`config.mk`:
```
export PLATFORM = sky130hd
export DESIGN_NAME = msi_irq_responder
export DESIGN_NICKNAME = d
export VERILOG_FILES = /design/src/rtl/msi_irq_responder.sv
export SDC_FILE = /design/constraint.sdc
export NUM_CORES = 1
export LEC_CHECK = 0
export ABC_AREA = 1
export CAP_MARGIN = 20
export CORE_MARGIN = 4
export CORE_UTILIZATION = 57
export DETAILED_ROUTE_END_ITERATION = 10
export GPL_ROUTABILITY_DRIVEN = 0
export PLACE_DENSITY = 0.9
export SLEW_MARGIN = 30
export SYNTH_ARGS = -nofsm -noshare
export SYNTH_HDL_FRONTEND = slang
export SYNTH_SLANG_ARGS = --single-unit
```
`constraint.sdc`:
```
create_clock -name SysClk_ClkIn -period 3.8 [get_ports SysClk_ClkIn]
set_input_delay 0.76 -clock SysClk_ClkIn [delete_from_list [all_inputs] [get_ports SysClk_ClkIn]]
set_output_delay 0.76 -clock SysClk_ClkIn [all_outputs]
set_load 0.05 [all_outputs]
```
`src/rtl/msi_irq_responder.sv`:
```
// MSI responder: accepts vector requests, grants after a fixed delay and queues
// the resulting MSI memory-write messages toward the downstream write path.
module msi_irq_responder #(
  parameter int GrantDelay_Gen = 2,
  parameter int FifoDepth_Gen  = 4
) (
  input  logic        SysClk_ClkIn,
  input  logic        SysRstN_RstIn,
  input  logic        MsiEnable_EnIn,
  input  logic [2:0]  MsiMultiMsgEn_DatIn,
  input  logic [31:0] MsiAddr_DatIn,
  input  logic [15:0] MsiData_DatIn,
  input  logic        MsiReq_ValIn,
  input  logic [4:0]  MsiVectorNum_DatIn,
  output logic        MsiGrant_ValOut,
  output logic [2:0]  MsiVectorWidth_DatOut,
  output logic        MsgValid_ValOut,
  input  logic        MsgReady_ValIn,
  output logic [31:0] MsgAddr_DatOut,
  output logic [31:0] MsgData_DatOut,
  output logic [15:0] MsgCount_CntOut,
  output logic        ProtocolErr_FlgOut
);

  localparam int unsigned EffDelay = (GrantDelay_Gen < 1) ? 1 : GrantDelay_Gen;
  localparam int unsigned DlyW     = $clog2(EffDelay) + 1;
  localparam int unsigned PtrW     = $clog2(FifoDepth_Gen);
  localparam int unsigned CntW     = PtrW + 1;
  localparam logic [CntW-1:0] DepthVal = CntW'(FifoDepth_Gen);
  localparam logic [DlyW-1:0] DlyLoad  = DlyW'(EffDelay - 1);

  typedef enum logic [1:0] {StIdle, StDelay, StWaitSpace, StGrant} fsmState_t;

  fsmState_t        state, stateNxt;
  logic [DlyW-1:0]  dlyCnt, dlyCntNxt;
  logic             capture, push, pop, errSet;
  logic [31:0]      pendAddr;
  logic [15:0]      pendData;
  logic [PtrW-1:0]  wrPtr, rdPtr;
  logic [CntW-1:0]  fifoCnt;
  logic [31:0]      fifoAddr [FifoDepth_Gen];
  logic [15:0]      fifoData [FifoDepth_Gen];
  logic [15:0]      msgCnt;
  logic             protoErr;
  logic [2:0]       mmeClamp;
  logic [15:0]      vecMask;
  logic [15:0]      reqData;

  // Low m bits of the message data are replaced by the masked vector number
  assign mmeClamp = (MsiMultiMsgEn_DatIn > 3'd5) ? 3'd5 : MsiMultiMsgEn_DatIn;
  assign vecMask  = (16'd1 << mmeClamp) - 16'd1;
  assign reqData  = (MsiData_DatIn & ~vecMask) | ({11'd0, MsiVectorNum_DatIn} & vecMask);

  assign MsiVectorWidth_DatOut = mmeClamp;
  assign MsiGrant_ValOut       = push;
  assign MsgValid_ValOut       = (fifoCnt != '0);
  assign pop                   = MsgValid_ValOut & MsgReady_ValIn;
  assign MsgAddr_DatOut        = MsgValid_ValOut ? fifoAddr[rdPtr] : 32'd0;
  assign MsgData_DatOut        = MsgValid_ValOut ? {16'd0, fifoData[rdPtr]} : 32'd0;
  assign MsgCount_CntOut       = msgCnt;
  assign ProtocolErr_FlgOut    = protoErr;

  // Next-state logic; a disabled link forces Idle and drops the pending request
  always_comb begin
    stateNxt  = state;
    dlyCntNxt = dlyCnt;
    capture   = 1'b0;
    push      = 1'b0;
    errSet    = 1'b0;
    if (MsiEnable_EnIn) begin
      errSet = MsiReq_ValIn && (state != StIdle);
      unique case (state)
        StIdle: begin
          if (MsiReq_ValIn) begin
            capture   = 1'b1;
            dlyCntNxt = DlyLoad;
            stateNxt  = StDelay;
          end
        end
        StDelay: begin
          if (dlyCnt == '0) stateNxt = StWaitSpace;
          else              dlyCntNxt = dlyCnt - DlyW'(1);
        end
        StWaitSpace: begin
          if (fifoCnt < DepthVal) begin
            push     = 1'b1;
            stateNxt = StGrant;
          end
        end
        StGrant:  stateNxt = StIdle;
        default:  stateNxt = StIdle;
      endcase
    end else begin
      stateNxt = StIdle;
    end
  end

  always_ff @(posedge SysClk_ClkIn or negedge SysRstN_RstIn) begin
    if (!SysRstN_RstIn) begin
      state  <= StIdle;
      dlyCnt <= '0;
    end else begin
      state  <= stateNxt;
      dlyCnt <= dlyCntNxt;
    end
  end

  // Pending message, message FIFO, grant counter and sticky error
  always_ff @(posedge SysClk_ClkIn or negedge SysRstN_RstIn) begin
    if (!SysRstN_RstIn) begin
      pendAddr <= '0;
      pendData <= '0;
      wrPtr    <= '0;
      rdPtr    <= '0;
      fifoCnt  <= '0;
      msgCnt   <= '0;
      protoErr <= 1'b0;
      for (int i = 0; i < FifoDepth_Gen; i++) begin
        fifoAddr[i] <= '0;
        fifoData[i] <= '0;
      end
    end else begin
      if (capture) begin
        pendAddr <= MsiAddr_DatIn;
        pendData <= reqData;
      end
      if (errSet) protoErr <= 1'b1;
      if (!MsiEnable_EnIn) begin
        wrPtr   <= '0;
        rdPtr   <= '0;
        fifoCnt <= '0;
      end else begin
        if (push) begin
          fifoAddr[wrPtr] <= pendAddr;
          fifoData[wrPtr] <= pendData;
          wrPtr           <= wrPtr + PtrW'(1);
          msgCnt          <= msgCnt + 16'd1;
        end
        if (pop) rdPtr <= rdPtr + PtrW'(1);
        if (push && !pop)      fifoCnt <= fifoCnt + CntW'(1);
        else if (pop && !push) fifoCnt <= fifoCnt - CntW'(1);
      end
    end
  end

endmodule

```
Word level (Yosys, flattened, before mapping)
Cells that the tools add are included.
{"block": "word_totals", "output_inout_bits": 86, "inputBits": 61, "regBits": 268, "elab_cells": 98}
{"block": "classes", "addsub": 7, "eq_ne": 11, "order_cmp": 5, "n_mux": 36, "n_reduce_logical": 14, "n_bitwise": 7, "n_shift": 1}
{"op": "128-bit bitwise mux", "count": 1}
{"op": "32-bit two-way mux", "count": 4}
{"op": "32-bit binary-select mux with 2-bit select", "count": 1}
{"op": "64-bit bitwise mux", "count": 1}
{"op": "32-bit demux with 2-bit select", "count": 1}
{"op": "16-bit two-way mux", "count": 4}
{"op": "16-bit binary-select mux with 2-bit select", "count": 1}
{"op": "16-bit demux with 2-bit select", "count": 1}
{"op": "2-bit two-way mux", "count": 9}
{"op": "16-bit by 1-bit adder with 16-bit output, second input constant", "count": 1}
{"op": "16-bit AND", "count": 1}
{"op": "5-bit by 16-bit AND with 16-bit output", "count": 1}
{"op": "16-bit NOT", "count": 1}
{"op": "16-bit bitwise OR", "count": 1}
{"op": "1-bit by 3-bit << shifter with 16-bit output, first input constant", "count": 1}
{"op": "16-bit by 1-bit subtractor with 16-bit output, second input constant", "count": 1}
{"op": "3-bit two-way mux", "count": 4}
{"op": "3-bit != test, second input constant", "count": 3}
{"op": "2-bit case mux with 4 select lines", "count": 1}
{"op": "1-bit two-way mux", "count": 7}
{"op": "3-bit >= comparator, second input constant", "count": 2}
{"op": "2-bit NOT with 3-bit output", "count": 2}
{"op": "2-bit by 1-bit adder with 2-bit output, second input constant", "count": 2}
{"op": "2-bit equality test, second input constant", "count": 2}
{"op": "20 further kinds", "count": 28}

Logic depth before layout (Yosys ltp)
Gate-level depths: netlist (run 1).
{"block": "depth", "word_depth": 9, "ltp_mapped": 11, "ltp_nobuf": 10}

Worst setup path before layout (run 1)
OpenSTA, ideal clock, no wires.
{"block": "synth_timing", "path_type": "reg2out", "startpoint": "reg fifoCnt[2]", "endpoint": "out MsgAddr_DatOut[26]", "t_arrival_ps": 1893, "required_ps": 3040, "setup_slack_ps": 1147, "n_path_buf": 2, "stages_incl_launch_ff": 7, "path_cell_list": "dfrtp_1 -> inv_2 -> nand2_2 -> inv_1 -> buf_2 -> buf_2 -> a21oi_1"}
{"block": "synth_via", "elab_chain_len": 2}
{"element": "start: declaration", "line_no": "40", "rtl": "logic [CntW-1:0] fifoCnt;"}
{"element": "start signal: assignment", "line_no": "140", "rtl": "if (push && !pop) fifoCnt <= fifoCnt + CntW'(1);"}
{"element": "start signal: assignment", "line_no": "141", "rtl": "else if (pop && !push) fifoCnt <= fifoCnt - CntW'(1);"}
{"element": "3-bit nonzero test", "line_no": "56", "rtl": "assign MsgValid_ValOut = (fifoCnt != '0);"}
{"element": "named net MsgValid_ValOut", "line_no": "17", "rtl": "output logic MsgValid_ValOut,"}
{"element": "32-bit two-way mux", "line_no": "58", "rtl": "assign MsgAddr_DatOut = MsgValid_ValOut ? fifoAddr[rdPtr] : 32'd0;"}
{"element": "end: declaration", "line_no": "19", "rtl": "output logic [31:0] MsgAddr_DatOut,"}
The timed path passes the listed nets, and every way through them passes these cells.

Final worst setup path (run 1)
{"block": "layout_timing", "startpoint": "reg rdPtr[1]", "endpoint": "out MsgData_DatOut[7]"}
{"block": "layout_via", "elab_chain_len": 5}
{"element": "start: declaration", "line_no": "39", "rtl": "logic [PtrW-1:0] wrPtr, rdPtr;"}
{"element": "start signal: assignment", "line_no": "139", "rtl": "if (pop) rdPtr <= rdPtr + PtrW'(1);"}
{"element": "2-bit NOT with 3-bit output (implied by the code)", "line_no": "59", "rtl": "assign MsgData_DatOut = MsgValid_ValOut ? {16'd0, fifoData[rdPtr]} : 32'd0;"}
{"element": "16-bit binary-select mux with 2-bit select", "line_no": "59"}
{"element": "16-bit two-way mux (implied by the code) (2 in a row)", "line_no": "59"}
{"element": "16-bit two-way mux", "line_no": "59"}
{"element": "end: declaration", "line_no": "20", "rtl": "output logic [31:0] MsgData_DatOut,"}
No other way between the ends. The select of a mux whose other input is x is not followed.

==> results of run 1 <==
## path summary, 6_finish.rpt
check,startpoint,to,slack [ns],cells past startpoint
max in group asynchronous,SysRstN_RstIn,fifoData[0],2.61,2
min,SysRstN_RstIn,pendAddr[22],0.21,1
max reg2reg,state[0],fifoData[13],1.56,8
min in group SysClk_ClkIn,ProtocolErr_FlgOut,ProtocolErr_FlgOut,0.49,1
min reg2reg,ProtocolErr_FlgOut,ProtocolErr_FlgOut,0.49,1
max,rdPtr[1],MsgData_DatOut[7],0.53,6
## report_power, final
group          total [mW]  internal [mW]  switching (mW)
clock                2.58           1.53            1.05
sequential           3.95           3.59           0.364
combinational        5.26           1.96            3.30
## cell usage in the layout, fill, tap and decap left out, types with 11 or more instances in the layout
master           netlist  layout
clkdlybuf4s50_1        0      80
inv_1                 81      80
a21oi_1               53      53
buf_4                 39      11
o21ai_0              182     182
nand2_1              296     296
ha_1                  11      11
dfrtp_1              268     266
clkbuf_16              0      27
nand3_1               13      13
nor2_1               222     222
conb_1                 2      18
buf_12                 0      55
o21ai_1              164     164
## critical path: cells and delay by family (launching register included)
family,cells,cell delay [ns]
AOI/OAI and AO/OA,2,0.52
buffers and inverters,3,0.74
DFF,1,0.59
and+or+nand+nor,1,0.13
## cell families after synthesis
kind of cell	count (synthesis)	synth area share [%]
simple gates	557	18.1
fa+ha+maj	12	1.29
buf+inv	193	7.89
xor+xnor	11	0.790
compound gates	406	16.9
other cells	2	0.0615
flops	268	55.0
## stage by stage
| step | power (mW) | hold slack, ns | util, % | instance area [sq um] |
|---|---|---|---|---|
| floorplan | 7.10 | 0.448 | - | 12300 |
| global placement | 9.05 | 0.458 | 66.6 | 14000 |
| detailed placement | 9.24 | 0.468 | 66.6 | 14000 |
| CTS | 11.8 | 0.247 | 70.8 | 14900 |
| global route | 12.5 | 0.254 | 70.8 | 14900 |
| finish | 11.8 | 0.209 | 70.8 | 14900 |
## layout make-up
| cell class | instances | area [sq um] |
|---|---|---|
| sequential | 268 | 6710 |
| multi-input combinational | 1004 | 4610 |
| timing repair buffer | 148 | 2010 |
| clock buffer | 43 | 816 |
| inverter | 87 | 329 |
| fill | 1511 | 6140 |
| clock inverter | 5 | 55.1 |
| tap | 275 | 344 |
## per-layer routing
metal / wire length, um / vias up / track usage (%)
met5: 0 / - / 0
met4: 646 / 0 / 7.15
met3: 1780 / 49 / 3.69
met2: 14400 / 370 / 40.2
met1: 11900 / 4832 / 32.7
li1: - / 4824 / -
## state kept, by name, summed over array words and instances, names as in the netlist
signal              cells
fifoData               64
pendAddr               32
wrPtr                   2
state                   2
pendData               16
rdPtr                   2
ProtocolErr_FlgOut      1
MsgCount_CntOut        16
fifoAddr              128
dlyCnt                  2
fifoCnt                 3
==> results_dict.tcl, run 1 <==
set metrics [dict create \
    tns_ns 0 \
    ant_nets 0 \
    synth_edf_count 0 \
    synthTopCellsByCount "nand2_1, dfrtp_1, nor2_1" \
    start_util_pct 58.1 \
    port_buffers 130 \
    synth.avg_cell_area_sq_um 8.42 \
    slowest_stage "dfrtp_2" \
    hold_viol 0 \
    max_cap_violations 0 \
    slew_violations 0 \
    yosysMostFrequentCell "nand2_1" \
    synth_area_sq_um 12200 \
    cts_resized 0 \
    track_usage_pct 24.0 \
    wl_per_cell_um 15.7 \
    h-tree-depth 1 \
    fmax_mhz 306 \
    cts_hold_buf 0 \
    insertion_delay_ns 0.52 \
    wl_um 28800 \
    fin_crit_sh_pct 86.1 \
    ys_seq_area_share_pct 55.0 \
    yosys_warnings 0 \
    drive_gt1_share_pct 8.62 \
    first_pass_iters 5 \
    die_area_sq_um 23800 \
    cpPeakStageDelay_ns 0.59 \
    nets 1609 \
    final.min_clock_period_ns 3.27 \
    cts_num_sinks 268 \
    grt_overflow_total 0 \
    p_leak_nw 6.71 \
    worst_slack_ns 0.529 \
    fin_cells 1830 \
    cts_made_buffers 27 \
    cp_max_fo 23 \
    rows 53 \
    drtIter0Drc 837 \
    cts_tree "yes" \
    grt_setup_unrepaired "no" \
    synth_area_leaders "dfrtp_1, nand2_1, o21ai_0, nor2_1, o21ai_1" \
    max_slew_margin_pct 49.4 \
    dr_total_vias 10100 \
    powerDensity_nw_per_um2 793 \
    setup_viol 0 \
    netlist.area_leader.share_pct 55.0 \
    ys.flop_type "dfrtp_1" \
    path_cells "inv_2 -> buf_4 -> nor2_1 -> o21ai_0 -> a21oi_1 -> buf_12" \
    clock_skew_ns 0.00916 \
    routed_via_density 5.51 \
    vdd_drop_max_mv 0.698 \
    place_ws_ns 0.726 \
    yosysTopAreaCell "dfrtp_1" \
    path_class "reg2out" \
    tightest_slew_ns 0.759 \
    worstPathArrival_ns 2.51 \
    hold_path.class "in2async" \
    drc 0 \
    synth-seq-cells 268 \
    grt_pass1_vias 9992 \
    end_kind "output port" \
    place_inst 1782 \
    clockRootBuffer "clkbuf_16" \
    die_w_um 154 \
    die_y_um 154 \
    cts_setup_buffers 0 \
    startpoint_type "flip-flop" \
    cp.required_ns 3.04 \
    ys_async_sr_fraction_pct 100 \
    syn2layout_area_growth_pct 21.9 \
    antenna_found_initial 0 \
    grt_pass1_wl_um 48300 \
    clock_path_buffers 3 \
    ys_types 39 \
    n_antenna_cell 0 \
    syn_inst 1449 \
    core_sq_um 21000 \
    clkSlewWorstSetupHoldPaths_ns 0.06 \
    dp_hpwl_um 18000 \
    status "finished, final reports clean" \
    ios 147 \
    grt_max_degree 98 \
]
No activity file was read; power rests on OpenSTA's default activity.
==> run 2, diff against run 1 <==
- SLEW_MARGIN: 30 -> 10
==> results_dict.tcl, run 2 (synthesis results as in run 1) <==
set metrics [dict create \
    status "finished, final reports clean" \
    tightest_slew_ns 1.03 \
    hold_path.class "in2async" \
    end_kind "output port" \
    tns_ns 0 \
    wl_per_cell_um 15.7 \
    met2_length_um 14400 \
    top_regs "fifoAddr (128), fifoData (64), pendAddr (32)" \
    cpPeakStageDelay_ns 0.59 \
    regMostFlops "fifoAddr" \
    rows 53 \
    track_usage_pct 24.0 \
    worstPathArrival_ns 2.51 \
    fin_cells 1830 \
    top_layer "met4" \
    grt_max_degree 98 \
    drc 0 \
    p_leak_nw 6.70 \
    max_cap_violations 0 \
    cts_resized 0 \
    fmax_mhz 306 \
    cp_max_fo 23 \
    final_common_cell "nand2_1" \
    routed-wl-met3_um 1800 \
    largest_reg_flops 128 \
    cts_setup_buffers 0 \
    nets 1609 \
    path_class "reg2out" \
    port_buffers 130 \
    die_area_sq_um 23800 \
    clkSlewWorstSetupHoldPaths_ns 0.06 \
    routed_via_density 5.51 \
    grt_pass1_vias 9992 \
    grt_overflow_total 0 \
    final.min_clock_period_ns 3.27 \
    hold_viol 0 \
    path_cells "inv_2 -> buf_4 -> nor2_1 -> o21ai_0 -> a21oi_1 -> buf_12" \
    slowest_stage "dfrtp_2" \
    die_y_um 154 \
    wl_met1_um 11900 \
    startpoint_type "flip-flop" \
    clockRootBuffer "clkbuf_16" \
    h-tree-depth 1 \
    grt_setup_unrepaired "no" \
    start_util_pct 58.1 \
    grt_pass1_wl_um 48300 \
    cts_hold_buf 0 \
    finalInstanceArea_sq_um 14900 \
    wl_um 28800 \
    fin_crit_sh_pct 86.0 \
    die_w_um 154 \
    clock_path_buffers 3 \
    dr_total_vias 10100 \
    syn2layout_area_growth_pct 21.9 \
    cts_tree "yes" \
    cts_num_sinks 268 \
    drtIter0Drc 835 \
    first_pass_iters 5 \
    drive_gt1_share_pct 8.62 \
    ios 147 \
    final_cell_mix "nand2_1, dfrtp_1, nor2_1, o21ai_0, o21ai_1" \
    place_inst 1782 \
    cts_made_buffers 27 \
    vdd_drop_max_mv 0.696 \
    ant_nets 0 \
    dpl_cell_area_sq_um 14000 \
    n_antenna_cell 0 \
    dp_hpwl_um 18000 \
    clock_skew_ns 0.00978 \
    powerDensity_nw_per_um2 793 \
    nFillCells 1513 \
    core_sq_um 21000 \
    fin_util_pct 70.8 \
    insertion_delay_ns 0.52 \
    antenna_found_initial 0 \
    slew_violations 0 \
    max_slew_margin_pct 31.4 \
    cp.required_ns 3.04 \
    setup_viol 0 \
    total_power_mw 11.8 \
]
-- run 2: cell counts in the layout (fill, tap and decap cells not counted) --
Identical to the previous run, type by type.
-- run 2: stage by stage --
stage / hold slack, ns / setup slack [ns]
final: 0.209 / 0.532
after global routing: 0.254 / 0.437
after CTS: 0.247 / 0.548
after detailed placement: 0.468 / 0.726
after global placement: 0.458 / 0.712
after floorplan: 0.448 / 1.15
-- run 2: routing by layer --
| metal | vias up | track usage, % |
|---|---|---|
| met5 | - | 0 |
| met4 | 0 | 7.15 |
| met3 | 50 | 3.69 |
| met2 | 380 | 40.2 |
| met1 | 4821 | 32.7 |
| li1 | 4825 | - |
-- run 2: layout make-up --
type / count / area (sq um) / area share, %
Timing Repair Buffer: 148 / 2010 / 13.5
Tap cell: 275 / 344 / 2.31
Inverter: 87 / 329 / 2.21
Sequential cell: 268 / 6710 / 45.1
Multi-Input combinational cell: 1004 / 4610 / 31.0
Clock buffer: 43 / 816 / 5.48
Clock inverter: 5 / 55.1 / 0.370
-- run 2: path summary, 6_finish.rpt --
| check | from | slack, ns | end | depth (start not counted) |
|---|---|---|---|---|
| max | rdPtr[1] | 0.53 | MsgData_DatOut[7] | 6 |
| min | SysRstN_RstIn | 0.21 | pendAddr[22] | 1 |
| max reg2reg | state[0] | 1.46 | fifoAddr[96] | 7 |
| min reg2reg | ProtocolErr_FlgOut | 0.49 | ProtocolErr_FlgOut | 1 |
| max in group asynchronous | SysRstN_RstIn | 2.61 | fifoData[0] | 2 |
| min in group SysClk_ClkIn | ProtocolErr_FlgOut | 0.49 | ProtocolErr_FlgOut | 1 |
-- run 2: worst max-delay path: cells and delay by family (launching register included) --
kind	cells	cell delay, ns
buf+inv	3	0.74
compound gates	2	0.52
simple gates	1	0.13
flops	1	0.59
-- run 2: report_power, final --
| part | switching (mW) | internal, mW |
|---|---|---|
| clock network | 1.05 | 1.53 |
| logic | 3.30 | 1.96 |
| registers | 0.364 | 3.59 |
